$ cat src/rtl/mac_mgnt_pkg.sv
// mac_mgnt_pkg: record layout, flag bit positions and handshake states shared with the management counter block
package mac_mgnt_pkg;
   localparam int MGNT_LEN_W = 12;
   localparam int MGNT_REC_W = 20;
   localparam int FLG_BP     = 19;
   localparam int FLG_JABBER = 18;
   localparam int FLG_RUNT   = 17;
   localparam int FLG_FCS    = 16;
   localparam int FLG_TTE    = 15;
   localparam int FLG_1588   = 14;
   localparam int FLG_FC     = 13;
   localparam int FLG_VLAN   = 12;
   typedef enum logic [3:0] {
      ST_IDLE = 4'b0001,
      ST_LOAD = 4'b0010,
      ST_REQ  = 4'b0100,
      ST_ACK  = 4'b1000
   } mgnt_state_t;
   // lengths above 12 bits saturate to 0xFFF rather than wrapping
   function automatic logic [MGNT_REC_W-1:0] mgnt_pack(input logic [15:0] len, input logic [7:0] flags);
      return {flags, (len > 16'h0FFF) ? 12'hFFF : len[MGNT_LEN_W-1:0]};
   endfunction
endpackage

$ cat src/rtl/mac_mgnt_fifo.sv
// mac_mgnt_fifo: single-clock record FIFO with occupancy
//   clk, rst        clock, async active-high reset
//   wr_en, wr_data  push (caller guarantees room, or a same-cycle pop)
//   rd_en, rd_data  pop (caller guarantees non-empty); rd_data shows the head
//   full, empty, level  occupancy status
module mac_mgnt_fifo #(
   parameter int WIDTH = 20,
   parameter int DEPTH = 8
) (
   input  logic                     clk,
   input  logic                     rst,
   input  logic                     wr_en,
   input  logic [WIDTH-1:0]         wr_data,
   input  logic                     rd_en,
   output logic [WIDTH-1:0]         rd_data,
   output logic                     full,
   output logic                     empty,
   output logic [$clog2(DEPTH):0]   level
);
   localparam int AW = $clog2(DEPTH);
   logic [WIDTH-1:0] mem [DEPTH];
   logic [AW-1:0]    wr_ptr, rd_ptr;
   always_ff @(posedge clk)
      if (wr_en) mem[wr_ptr] <= wr_data;
   // pointers wrap naturally because DEPTH is a power of two
   always_ff @(posedge clk or posedge rst)
      if (rst) begin
         wr_ptr <= '0;
         rd_ptr <= '0;
         level  <= '0;
      end else begin
         if (wr_en) wr_ptr <= wr_ptr + 1'b1;
         if (rd_en) rd_ptr <= rd_ptr + 1'b1;
         level <= level + {{AW{1'b0}}, wr_en} - {{AW{1'b0}}, rd_en};
      end
   assign rd_data = mem[rd_ptr];
   assign full    = level == (AW+1)'(DEPTH);
   assign empty   = level == '0;
endmodule

$ cat src/rtl/mac_rx_mgnt_report.sv
// mac_rx_mgnt_report: queues per-frame status records and hands them to the counter block over a 4-phase handshake
//   clk_if, rst_if                      RX MAC clock, async active-high reset
//   frm_done, frm_len, frm_flags        frame-end pulse with its length and flags
//   mgnt_valid, mgnt_data, mgnt_resp    4-phase handshake; mgnt_resp is asynchronous
//   drop_cnt                            saturating count of records lost to a full queue
//   q_level                             queue occupancy
module mac_rx_mgnt_report
   import mac_mgnt_pkg::*;
#(
   parameter int QUEUE_DEPTH    = 8,
   parameter int DROP_CNT_WIDTH = 16
) (
   input  logic                           clk_if,
   input  logic                           rst_if,
   input  logic                           frm_done,
   input  logic [15:0]                    frm_len,
   input  logic [7:0]                     frm_flags,
   output logic                           mgnt_valid,
   output logic [MGNT_REC_W-1:0]          mgnt_data,
   input  logic                           mgnt_resp,
   output logic [DROP_CNT_WIDTH-1:0]      drop_cnt,
   output logic [$clog2(QUEUE_DEPTH):0]   q_level
);
   (* ASYNC_REG = "TRUE" *) logic resp_m;
   (* ASYNC_REG = "TRUE" *) logic resp_s;
   mgnt_state_t           state, state_nx;
   logic [MGNT_REC_W-1:0] head;
   logic                  full, empty, pop, push;
   // a LOAD pop frees a slot, so a push in the same cycle is accepted even when full
   assign pop  = state == ST_LOAD;
   assign push = frm_done && (!full || pop);
   mac_mgnt_fifo #(.WIDTH(MGNT_REC_W), .DEPTH(QUEUE_DEPTH)) fifo (
      .clk     (clk_if),
      .rst     (rst_if),
      .wr_en   (push),
      .wr_data (mgnt_pack(frm_len, frm_flags)),
      .rd_en   (pop),
      .rd_data (head),
      .full    (full),
      .empty   (empty),
      .level   (q_level)
   );
   always_ff @(posedge clk_if or posedge rst_if)
      if (rst_if) begin
         resp_m <= 1'b0;
         resp_s <= 1'b0;
      end else begin
         resp_m <= mgnt_resp;
         resp_s <= resp_m;
      end
   always_comb begin
      state_nx = state;
      state_nx = state == ST_IDLE ? ((!empty && !resp_s) ? ST_LOAD : ST_IDLE) :
                 state == ST_LOAD ? ST_REQ :
                 state == ST_REQ  ? (resp_s ? ST_ACK : ST_REQ) :
                 state == ST_ACK  ? (resp_s ? ST_ACK : ST_IDLE) : ST_IDLE;
   end
   // mgnt_valid is registered so the crossing sees a glitch-free level
   always_ff @(posedge clk_if or posedge rst_if)
      if (rst_if) begin
         state      <= ST_IDLE;
         mgnt_valid <= 1'b0;
         mgnt_data  <= '0;
         drop_cnt   <= '0;
      end else begin
         state      <= state_nx;
         mgnt_valid <= state_nx == ST_REQ;
         if (pop) mgnt_data <= head;
         if (frm_done && !push && drop_cnt != '1) drop_cnt <= drop_cnt + 1'b1;
      end
endmodule

$ cat config.mk
export PLATFORM = sky130hd
export DESIGN_NAME = mac_rx_mgnt_report
export DESIGN_NICKNAME = d
export VERILOG_FILES = /design/src/rtl/mac_mgnt_pkg.sv /design/src/rtl/mac_mgnt_fifo.sv /design/src/rtl/mac_rx_mgnt_report.sv
export SDC_FILE = /design/constraint.sdc
export NUM_CORES = 1
export LEC_CHECK = 0
export ABC_CLOCK_PERIOD_IN_PS = 4660
export BUFFER_PORTS_ARGS = -buffer_cell sky130_fd_sc_hd__buf_4
export CAP_MARGIN = 20
export CORE_UTILIZATION = 59
export CTS_CLUSTER_SIZE = 28
export DETAILED_ROUTE_END_ITERATION = 8
export GPL_TIMING_DRIVEN = 0
export PLACE_DENSITY = 0.83
export SLEW_MARGIN = 0
export SYNTH_ARGS = -nofsm -noshare
export SYNTH_HDL_FRONTEND = slang
export SYNTH_SLANG_ARGS = --single-unit
$ cat constraint.sdc
create_clock -name clk_if -period 4.66 [get_ports clk_if]
set_input_delay 0.932 -clock clk_if [delete_from_list [all_inputs] [get_ports clk_if]]
set_output_delay 0.932 -clock clk_if [all_outputs]
set_load 0.01 [all_outputs]
==> key figures <==
Global route
  • GR Util All Layers: 0.261
  • Initial antenna violation count: 0
  • First-pass GRT wire length: between 20 and 30 mm
  • Remaining global-route overflow: 0
  • Vias in the first global route: 4906
  • Largest net degree at the start of global routing: 40

Yosys
  • Post-synthesis simple-gate area fraction: 0.0643
  • EDFF count, synth: 160
  • Yosys warns: 0
  • Post-synth net total: 504
  • Avg Cell Area, Syn: 18.2 µm²
  • Area share of the leading cell type in the synthesized netlist: 0.567
  • Number of library cell types mapped by synthesis: 45
  • Post-synth top area cell: edfxtp_1
  • Largest cells by area after synthesis: edfxtp_1 57%, dfrtp_1 15%, mux4_2 11%, mux2i_1 2.4%, nand2_1 1.4%
  • Post-synthesis sequential area ratio: 0.723
  • Synth Area in Adders: 0.0156
  • Cell area after synthesis: 8480 µm²
  • Synth Flop Type: edfxtp_1
  • Asr flop ratio synth: 0.249
  • Xor/xnor cell area share of the yosys netlist: 0.0207
  • Synth Register Bits: 213
  • Mapped Cells: around 470
  • Mux contribution to synthesized area: 0.136
  • Synth Area in Compound Gates: 0.0220
  • Main combinational cell family by area after synthesis: multiplexers

Timing
  • Max Slew Vio Count: 0
  • Skew final: about 0.0093 ns
  • Max-slew headroom: 0.366
  • Peak Freq: between 0.3 and 0.4 GHz
  • Worst-margin pin slew: 0.951 ns
  • Worst setup slack after layout: 1.72 ns
  • Post-layout minimum cycle time: 2.94 ns
  • Final Hold Viols: 0
  • RSZ-0062 raised after global routing: no
  • Final period util: 0.631
  • Endpoints failing setup: 0

Place
  • Worst slack, placed: 1.76 ns
  • GP Congestion: 0.836
  • PortBufs: 68
  • Placed cell area: 9470 µm²
  • DP Wirelength: approximately 12 mm

Clock tree
  • H-Tree Depth: 1
  • Post-CTS Setup Inserts: 0
  • CTS buffer count: 22
  • Worst-case clock buffer depth: 3
  • Post-CTS Resized: 0
  • Post-CTS Hold Fix Bufs: 0
  • CTS clk-pin slew, worst paths: 0.06 ns
  • Clk Tree Root Cell: clkbuf_16
  • TritonCTS clock tree: yes
  • Skew-Pair Late Insertion Delay: around 0.50 ns
  • Clock Sinks: 213

Final layout
  • Antenna cell count: 0
  • Commonest non-fill, non-tap cell in the layout: edfxtp_1
  • Commonest non-fill, non-tap cells in the layout: 160 x edfxtp_1, 72 x buf_4, 52 x dfrtp_1
  • Synth-to-layout area growth: 20.7%
  • Reg area: 6130 µm²
  • Final nets: 612
  • Multi-input gate area in the final layout: 2230 µm²
  • Post-route cell area: 10200 µm²
  • FILL cells: ~810
  • Layout cell share with drive strength beyond 1: 0.327

Outcome
  • Status: finished clean

Pwr
  • LEAKAGE: about 3.7 nW
  • Max VDD drop: 0.337 mV
  • Total Power: 6.08 mW
  • PwrDens: 594 nW/µm²

Critical path
  • WP data arrival: ~3.1 ns
  • CP Class: flop to flop
  • Stages on worst setup path: 7
  • CP Buf/Inv Count: 3
  • Crit path largest cell delay: 0.74 ns
  • Worst path top cell family by delay: simple AND/OR/NAND/NOR gates
  • Critical path, cell by cell: buf_6 > or4b_4 > buf_6 > a31oi_4 > nand2_1 > nor2_2 > buf_8
  • Worst path required time: a little under 5 ns
  • Worst Setup Start Kind: flop
  • Crit-path max FO: 11
  • Critical path's most frequent cell: buf_6
  • Worst path slowest cell: nor2_2
  • R2R setup slack: 1.72 ns
  • Reg-to-Reg Start: state[3]
  • Worst setup path end: fifo.mem[3][6]
  • Crit path from: state[3]
  • Critical Path Sink Type: flop
  • R2r endpoint: fifo.mem[3][6]
  • Reg2Reg Depth: 7

Routing
  • Final ANT Viol Nets: 0
  • DRT Pass-1 Iters: 5
  • Via/cell ratio: 6.12
  • DRC viols: 0
  • Vias: 4716
  • Wire per inst: about 24 µm
  • Drt total wl: 18.2 mm
  • 1st-iter DRT viols: 357

Floorplanning
  • Die extent in x: approximately 120 µm
  • Die Y: 122 µm
  • Core area: ~14000 µm²
  • Die Area: 14900 µm²
  • Num ports: 69
  • Initial Util: 0.609
  • Row Count: 43

Hold path
  • Hold Path Class: flop to flop

Run
  • Max cap viols: 0
[worst min-delay path by stage]
stage	to	start	slack, ns	cells after the start
after floorplan	resp_s	resp_m	0.33	0
after global placement	resp_s	resp_m	0.34	0
after detailed placement	resp_s	resp_m	0.34	0
after CTS	resp_s	resp_m	0.36	0
after global routing	resp_s	resp_m	0.36	0
final	resp_s	resp_m	0.35	0
[routing by layer]
metal / global-route usage / vias up / share of wire / routed length, µm
li1: - / 2029 / - / -
met1: 0.335 / 2379 / 0.37 / 6690
met2: 0.447 / 263 / 0.52 / 9520
met3: 0.0389 / 45 / 0.080 / 1460
met4: 0.112 / 0 / 0.031 / 562
met5: 0 / - / 0 / 0
[worst register-to-register path: cells and delay by family, from the launching register on]
kind	cells	cell delay (ns)
buffers and inverters	3	0.54
flip-flops	1	0.37
AO/OA/AOI/OAI	1	0.26
AND/OR/NAND/NOR	3	1.46
[state kept, by name, summed over array words and instances (netlist names)]
register	flops
drop_cnt	16
resp_s	1
fifo.mem	160
fifo.wr_ptr	3
fifo.rd_ptr	3
mgnt_data	20
mgnt_valid	1
state	4
fifo.level	4
resp_m	1
[per-stage QoR]
stage,instances,hold slack [ns],utilization,TNS [ns]
5_1_grt,770,0.364,0.735,0
3_3_place_gp,714,0.340,0.661,-19.98
4_1_cts,770,0.356,0.735,0
3_5_place_dp,730,0.342,0.679,0
2_1_floorplan,466,0.331,-,0
6_report,770,0.354,0.735,0
[synthesized netlist by cell type (all sizes together) (4+ instances only)]
master,number
nor2,6
buf,11
mux2i,20
xor2,13
mux4,40
mux2,4
xnor2,7
nor4,9
nand4,5
ha,9
dfrtp,52
nand3,7
edfxtp,160
nand2b,16
o21ai,22
inv,13
clkbuf,10
nor3,9
nand2,32
[final cells by class]
type                    count  share of cell area
plain buffers              21              0.0104
clock buffers              27              0.0596
clock inverters            13              0.0155
inverters                  13             0.00477
multi-input cells         219               0.218
flip-flops and latches    213               0.599
well taps                 180              0.0220
repair buffers             84              0.0711
[power breakdown]
| part | switching (mW) | internal, mW | total [mW] | leakage [nW] |
|---|---|---|---|---|
| logic | 0.898 | 0.778 | 1.68 | 1.31 |
| clock network | 0.725 | 1.10 | 1.83 | 0.361 |
| registers | 0.188 | 2.39 | 2.58 | 2.04 |
[cell families (layout without fill, tap and decap cells)]
family | count (synthesis) | count (layout)
mux | 64 | 64
simple gates | 94 | 94
buf+inv | 34 | 158
compound gates | 31 | 31
fa+ha+maj | 10 | 10
flops | 213 | 213
xor+xnor | 20 | 20
(Power assumes the default switching activity.)
